[src/rtl/clb_module_if.sv]
// Programming and logic-evaluation signals of one configurable logic block.
// master = whatever feeds the CLB (chain/fabric), slave = the CLB itself.
interface clb_module_if;
  logic       prog_en;
  logic       prog_in;
  logic [3:0] clb_input;
  logic       prog_out;
  logic       clb_output;

  modport master (
    output prog_en,
    output prog_in,
    output clb_input,
    input  prog_out,
    input  clb_output
  );

  modport slave (
    input  prog_en,
    input  prog_in,
    input  clb_input,
    output prog_out,
    output clb_output
  );
endinterface

[src/rtl/clb_module.sv]
// Configurable logic block: 17-bit serial config chain (mode bit + 16-entry LUT4)
// with a selectable combinational or registered output.
module clb_module (
  input  logic        clb_clk,
  input  logic        rst_n,
  input  logic        prog_clk,
  clb_module_if.slave bus
);

  logic [16:0] cfg;
  logic [15:0] lut;
  logic        lut_val;
  logic        out_q;
  logic        unused_prog_clk;

  // prog_clk is a legacy pin only; all programming runs on clb_clk.
  assign unused_prog_clk = prog_clk;

  // Shift LSB first: new bit enters at the top, cfg[0] leaves via prog_out.
  always_ff @(posedge clb_clk or negedge rst_n) begin
    if (!rst_n) begin
      cfg <= '0;
    end else if (bus.prog_en) begin
      cfg <= {bus.prog_in, cfg[16:1]};
    end
  end

  assign lut     = cfg[16:1];
  assign lut_val = lut[bus.clb_input];

  // Loads every edge so a mode switch to registered has valid data at once.
  always_ff @(posedge clb_clk or negedge rst_n) begin
    if (!rst_n) begin
      out_q <= 1'b0;
    end else begin
      out_q <= lut_val;
    end
  end

  assign bus.prog_out   = cfg[0];
  assign bus.clb_output = cfg[0] ? out_q : lut_val;

endmodule

[src/flat_wrapper.sv]
// flat-port wrapper written by rule: the top's interface ports become plain ports
module clb_module_flat 
  (clb_clk, rst_n, prog_clk, bus_prog_en, bus_prog_in, bus_clb_input, bus_prog_out, bus_clb_output);
  clb_module_if bus_i ();
  input  logic clb_clk;
  input  logic rst_n;
  input  logic prog_clk;
  input wire logic [$bits(bus_i.prog_en)-1:0] bus_prog_en;
  input wire logic [$bits(bus_i.prog_in)-1:0] bus_prog_in;
  input wire logic [$bits(bus_i.clb_input)-1:0] bus_clb_input;
  output wire logic [$bits(bus_i.prog_out)-1:0] bus_prog_out;
  output wire logic [$bits(bus_i.clb_output)-1:0] bus_clb_output;
  assign bus_i.prog_en = bus_prog_en;
  assign bus_i.prog_in = bus_prog_in;
  assign bus_i.clb_input = bus_clb_input;
  assign bus_prog_out = bus_i.prog_out;
  assign bus_clb_output = bus_i.clb_output;
  clb_module u_core (.clb_clk(clb_clk), .rst_n(rst_n), .prog_clk(prog_clk), .bus(bus_i));
endmodule
[config.mk]
export PLATFORM = sky130hd
export DESIGN_NAME = clb_module_flat
export DESIGN_NICKNAME = d
export VERILOG_FILES = /design/src/rtl/clb_module_if.sv /design/src/rtl/clb_module.sv /design/src/flat_wrapper.sv
export SDC_FILE = /design/constraint.sdc
export NUM_CORES = 1
export LEC_CHECK = 0
export CAP_MARGIN = 20
export CELL_PAD_IN_SITES_DETAIL_PLACEMENT = 1
export CELL_PAD_IN_SITES_GLOBAL_PLACEMENT = 1
export CORE_MARGIN = 4
export CORE_UTILIZATION = 40
export CTS_CLUSTER_SIZE = 10
export DETAILED_ROUTE_END_ITERATION = 8
export PLACE_DENSITY = 0.69
export SYNTH_ARGS = -nofsm -noshare
export SYNTH_HDL_FRONTEND = slang
export SYNTH_SLANG_ARGS = --single-unit
[constraint.sdc]
create_clock -name clb_clk -period 1.62 [get_ports clb_clk]
set_input_delay 0.162 -clock clb_clk [delete_from_list [all_inputs] [get_ports clb_clk]]
set_output_delay 0.162 -clock clb_clk [all_outputs]
set_load 0.03 [all_outputs]
* After elaboration in Yosys (flattened, before gate mapping)
Cells that the tools add are included.
Widths: inputs -> output; s select.
** Word-level totals
- Bits in registers :: 18
- Input port bits :: 9
- Output and inout bits :: 2
- Word-level logic and storage cells :: 6
** Cells by class
- Magnitude comparators :: 1
- Mux-type cells :: 3
** Operator list (number)
- $lt 4x5->1 const B :: 1
- $bmux 1 s4 :: 1
- $mux 1 :: 2

* Depth between registers and ports, before layout
- Depth after elaboration :: 3
- Mapped depth :: 4
- Gate-level depth less buffers :: 3

* Least setup slack after synthesis
No wires, ideal clock.
- Kind :: register to output
- Start point :: register u_core.cfg[16]
- End point :: output port bus_clb_output
- Data arrival time :: 1416 ps
- Required time :: 1458 ps
- Slack :: 42 ps
- Cell stages (with the launch flop) :: 4
- Path buffers :: 0
- Path through :: dfrtp_1 mux2i_1 mux4_2 a221oi_2
** On the way
- Word-level cells in the longest chain between the ends :: 3
** RTL lines
- start, declared :: line clb_module.sv:10 : logic [16:0] cfg;
- start signal, assigned :: line clb_module.sv:24 : cfg <= {bus.prog_in, cfg[16:1]};
- $bmux 1 s4 :: line clb_module.sv:29 : assign lut_val = lut[bus.clb_input];
- $mux 1 (implied by the code) :: line clb_module.sv:29
- $mux 1 :: line clb_module.sv:41 : assign bus.clb_output = cfg[0] ? out_q : lut_val;
- end, declared :: line flat_wrapper.sv:12 : output wire logic [$bits(bus_i.clb_output)-1:0] bus_clb_output;
No other way between the ends. The select of a mux whose other input is x is not followed.

* Worst setup path in the final report
- Start point :: register u_core.cfg[3]
- End point :: output port bus_clb_output
The elaborated chain is that of the path after synthesis.

==> reports/results.env <==
RUN_STATUS='finished, violations left'
VIOLATIONS='setup timing'
CP.REQUIRED_NS=1.46
SYNTH_SEQ_CELLS=18
POST-PLACE-WS_NS=-0.417
SLEW_HEADROOM_PCT=79.6
END_KIND='primary output'
POST-LAYOUT-TOTAL-POWER_mW=1.58
FIRST_PASS_ITERS=3
N_FILL_CELL=218
SLOWEST_STAGE='sky130_fd_sc_hd__mux4_2'
CRIT_CHAIN='mux2i_1 -> mux4_2 -> a221oi_2 -> buf_4'
TIGHTEST_SLEW_NS=0.304
FINAL.SETUP.TNS_NS=-0.245
MAX_CAP_VIOLATIONS=0
INTERNAL-POWER_mW=1.09
GP_CONGESTION=0.740
IOS=11
CTS_MAX_LEVEL=1
SYNTH-SEQ-AREA-SHARE_PCT=54.4
CTS_BUFFER_DEPTH=2
SYNTHESIS.AREA_SQ_UM=828
NETS=86
ROUTE.ANTENNA.REMAINING_NETS=0
FIN_SKEW_NS=0.00114
SYNTH_CELLS=54
DRIVE_GT1_SHARE_PCT=50.0
TIMING_WORST_SETUP_PATH_TYPE='register to primary output'
DETAIL_ROUTE.DRC_VIOLATIONS=0
YOSYS_WARNINGS=0
CLOCK_SINKS=18
ITERATION_0_DRC_COUNT_OF_THE_DETAILED_ROUTER=2
HPWL_UM=1190
SLEW_VIOL_FINAL=0
GRT_USAGE_PCT=15.0
AVGVIACOUNTPERCELL=5.08
SYNTH.NET_COUNT=63
WIRELENGTH_UM=1640
FINAL_NON_FILLER_CELLS=103
FINAL-HOLD-VIOLATION-COUNT=0
PLACEABLECOREAREA_SQ_UM=1960
FINAL.MIN_CLOCK_PERIOD_NS=1.87
POWER_DENSITY_nW_PER_UM2=1480
POWER.SHARE.COMBINATIONAL_PCT=34.8
POWER_LEAKAGE_nW=0.474
YOSYS.AREA.TOP_TYPE_SHARE_PCT=54.4
NUM_ANTENNA_CELLS=0
TIMING.HOLD.WORST.CLASS='input port to async pin'
DIE_H_UM=53.5
GLOBAL_ROUTE_WIRE_LENGTH_BEFORE_REPAIR_UM=2790
IR_DROP_mV=0.734
WORSTPATHARRIVAL_NS=1.70
DIE-AREA_SQ_UM=2860
INITIAL_ANTENNA_VIOLATION_COUNT=0
HOLD_BUFFER_COUNT_AT_CTS=0
WORSTSETUPSTARTPOINTTYPE='register'
WORST_PATH_LARGEST_CELL_DELAY_NS=0.48
FINALSETUPVIOLCOUNT=1
SYNTH_AREA_LEADERS='sky130_fd_sc_hd__dfrtp_1 (54%), sky130_fd_sc_hd__mux2_2 (22%), sky130_fd_sc_hd__mux4_1 (6.3%)'
PORT_BUFFERS=9
SYNTHDOMINANTAREACELLTYPE='sky130_fd_sc_hd__dfrtp_1'
DRT-WIRELENGTH-PER-CELL_UM=15.9
POSTLAYOUTSETUPSLACKWORST_NS=-0.245
CTS_MADE_BUFFERS=3
P_CLK_SHARE_PCT=18.3
FIN_CRIT_SH_PCT=115
CRIT_PATH_MAX_FANOUT=3
PLACE.DETAILED.INSTANCES=94
PATH_CLK_SLEW_NS=0.10
TRITONCTS='done'
POST_SYNTH_NUM_CELL_TYPES=17
UPPER_CLOCK_FREQUENCY_LIMIT_MHz=536
RSZ0062_AT_GRT='true'
FLOORPLAN.ROWS=16
CLOCK_TREE.ROOT_CELL='sky130_fd_sc_hd__clkbuf_4'
VIAS=523
POWER.SHARE.SWITCHING_PCT=30.7
SEQ_POWER_SHARE_PCT=46.9
NUMBER_OF_GLOBAL_ROUTE_VIAS_BEFORE_REPAIR=594
SWITCHING_COMPONENT_OF_THE_POWER_uW=484
R2R-START='u_core.cfg[3]'
STARTPOINT='u_core.cfg[3]'
HOLD_SLACK_NS=0.201
GRT_MAX_DEGREE=19
DIE_WIDTH_UM=53.5
CLK-INSERTION-DELAY-LATE_NS=0.31
GRT.OVERFLOW.TOTAL=0
LAYOUT-AREA-OVERHEAD-VS-SYNTH_PCT=28.9
INITIAL_CORE_UTIL_PCT=42.2
AVERAGE_FOOTPRINT_OF_A_SYNTHESIZED_CELL_SQ_UM=15.3
power by group through the flow:
| stage | sequential (mW) | combinational [mW] | clock (mW) |
|---|---|---|---|
| floorplan | 0.726 | 0.314 | 0 |
| global placement | 0.749 | 0.480 | 0 |
| detailed placement | 0.752 | 0.496 | 0 |
| CTS | 0.740 | 0.536 | 0.298 |
| global route | 0.759 | 0.606 | 0.322 |
| finish | 0.739 | 0.549 | 0.289 |
state kept, by name (all words and copies together) (netlist names):
signal	count
u_core.cfg	17
u_core.out_q	1
cell usage after synthesis:
master / n
sky130_fd_sc_hd__or2_2: 1
sky130_fd_sc_hd__o21ai_0: 1
sky130_fd_sc_hd__nor2b_1: 1
sky130_fd_sc_hd__mux2i_1: 4
sky130_fd_sc_hd__buf_6: 1
sky130_fd_sc_hd__buf_2: 2
sky130_fd_sc_hd__a221oi_2: 1
sky130_fd_sc_hd__mux4_1: 2
sky130_fd_sc_hd__mux2_2: 16
sky130_fd_sc_hd__nor2_1: 1
sky130_fd_sc_hd__o22ai_1: 1
sky130_fd_sc_hd__nand2_1: 1
sky130_fd_sc_hd__nand2b_1: 1
sky130_fd_sc_hd__mux4_2: 1
sky130_fd_sc_hd__inv_1: 1
sky130_fd_sc_hd__a21oi_1: 1
sky130_fd_sc_hd__dfrtp_1: 18
path summary, 6_finish.rpt:
check	to	cells past startpoint	slack [ns]
max in group asynchronous	u_core.cfg[14]	2	1.23
max	bus_clb_output	4	-0.25
max reg2reg	u_core.out_q	4	0.30
min reg2reg	u_core.cfg[8]	1	0.54
min in group clb_clk	u_core.out_q	2	0.46
min	u_core.cfg[7]	2	0.20
routing by layer:
metal	GRT usage [%]	routed length, um	part of all wire (%)	vias to the layer above
li1	-	-	-	242
met1	16.7	709	43	262
met5	0	0	0	-
met4	13.6	69	4.2	0
met2	23.3	772	47	11
met3	3.94	84	5.1	8
per-stage QoR:
stage	util [%]	cell area, sq um
after floorplan	-	828
after global placement	50.6	993
after detailed placement	50.6	993
after CTS	53.3	1040
after global routing	54.4	1070
final	54.4	1070
placed cells by master, fill, tap and decap left out:
cell	count
sky130_fd_sc_hd__dlygate4sd2_1	2
sky130_fd_sc_hd__o22ai_2	1
sky130_fd_sc_hd__nor2_1	1
sky130_fd_sc_hd__dfrtp_1	18
sky130_fd_sc_hd__buf_4	12
sky130_fd_sc_hd__clkbuf_8	1
sky130_fd_sc_hd__or2_2	1
sky130_fd_sc_hd__inv_1	1
sky130_fd_sc_hd__o21ai_0	1
sky130_fd_sc_hd__a221oi_2	1
sky130_fd_sc_hd__mux2_2	16
sky130_fd_sc_hd__mux4_2	2
sky130_fd_sc_hd__clkbuf_4	3
sky130_fd_sc_hd__a21oi_1	1
sky130_fd_sc_hd__nand2_1	1
sky130_fd_sc_hd__mux4_1	1
sky130_fd_sc_hd__clkdlybuf4s50_1	6
sky130_fd_sc_hd__nand2b_1	1
sky130_fd_sc_hd__nor2b_1	1
sky130_fd_sc_hd__buf_12	1
sky130_fd_sc_hd__mux2i_1	4
timing repair:
| item | in CTS | in global routing |
|---|---|---|
| setup buffers | 2 | 3 |
| pin swaps | 2 | 0 |
| setup endpoints to repair | 1 | 1 |
| gates resized for setup | 4 | 0 |
worst max-delay path, delay by kind of cell, from the launching register on:
| kind | cells | cell delay (ns) |
|---|---|---|
| AO/OA/AOI/OAI | 1 | 0.23 |
| flip-flops | 1 | 0.40 |
| multiplexers | 2 | 0.56 |
| buffers and inverters | 1 | 0.20 |
cell type report:
type	instances	area (sq um)	share of cell area (%)
clock buffers	4	36.3	3.40
inverters	1	3.75	0.352
multi-input cells	32	355	33.3
flip-flops and latches	18	450	42.2
well taps	27	33.8	3.17
repair buffers	21	188	17.6
kinds of logic after synthesis:
group,after synthesis,synth area share [%]
buffers and inverters,4,3.02
DFF,18,54.4
AOI/OAI and AO/OA,4,3.78
and+or+nand+nor,5,3.17
muxes,23,35.6
No activity file was read; power rests on OpenSTA's default activity.
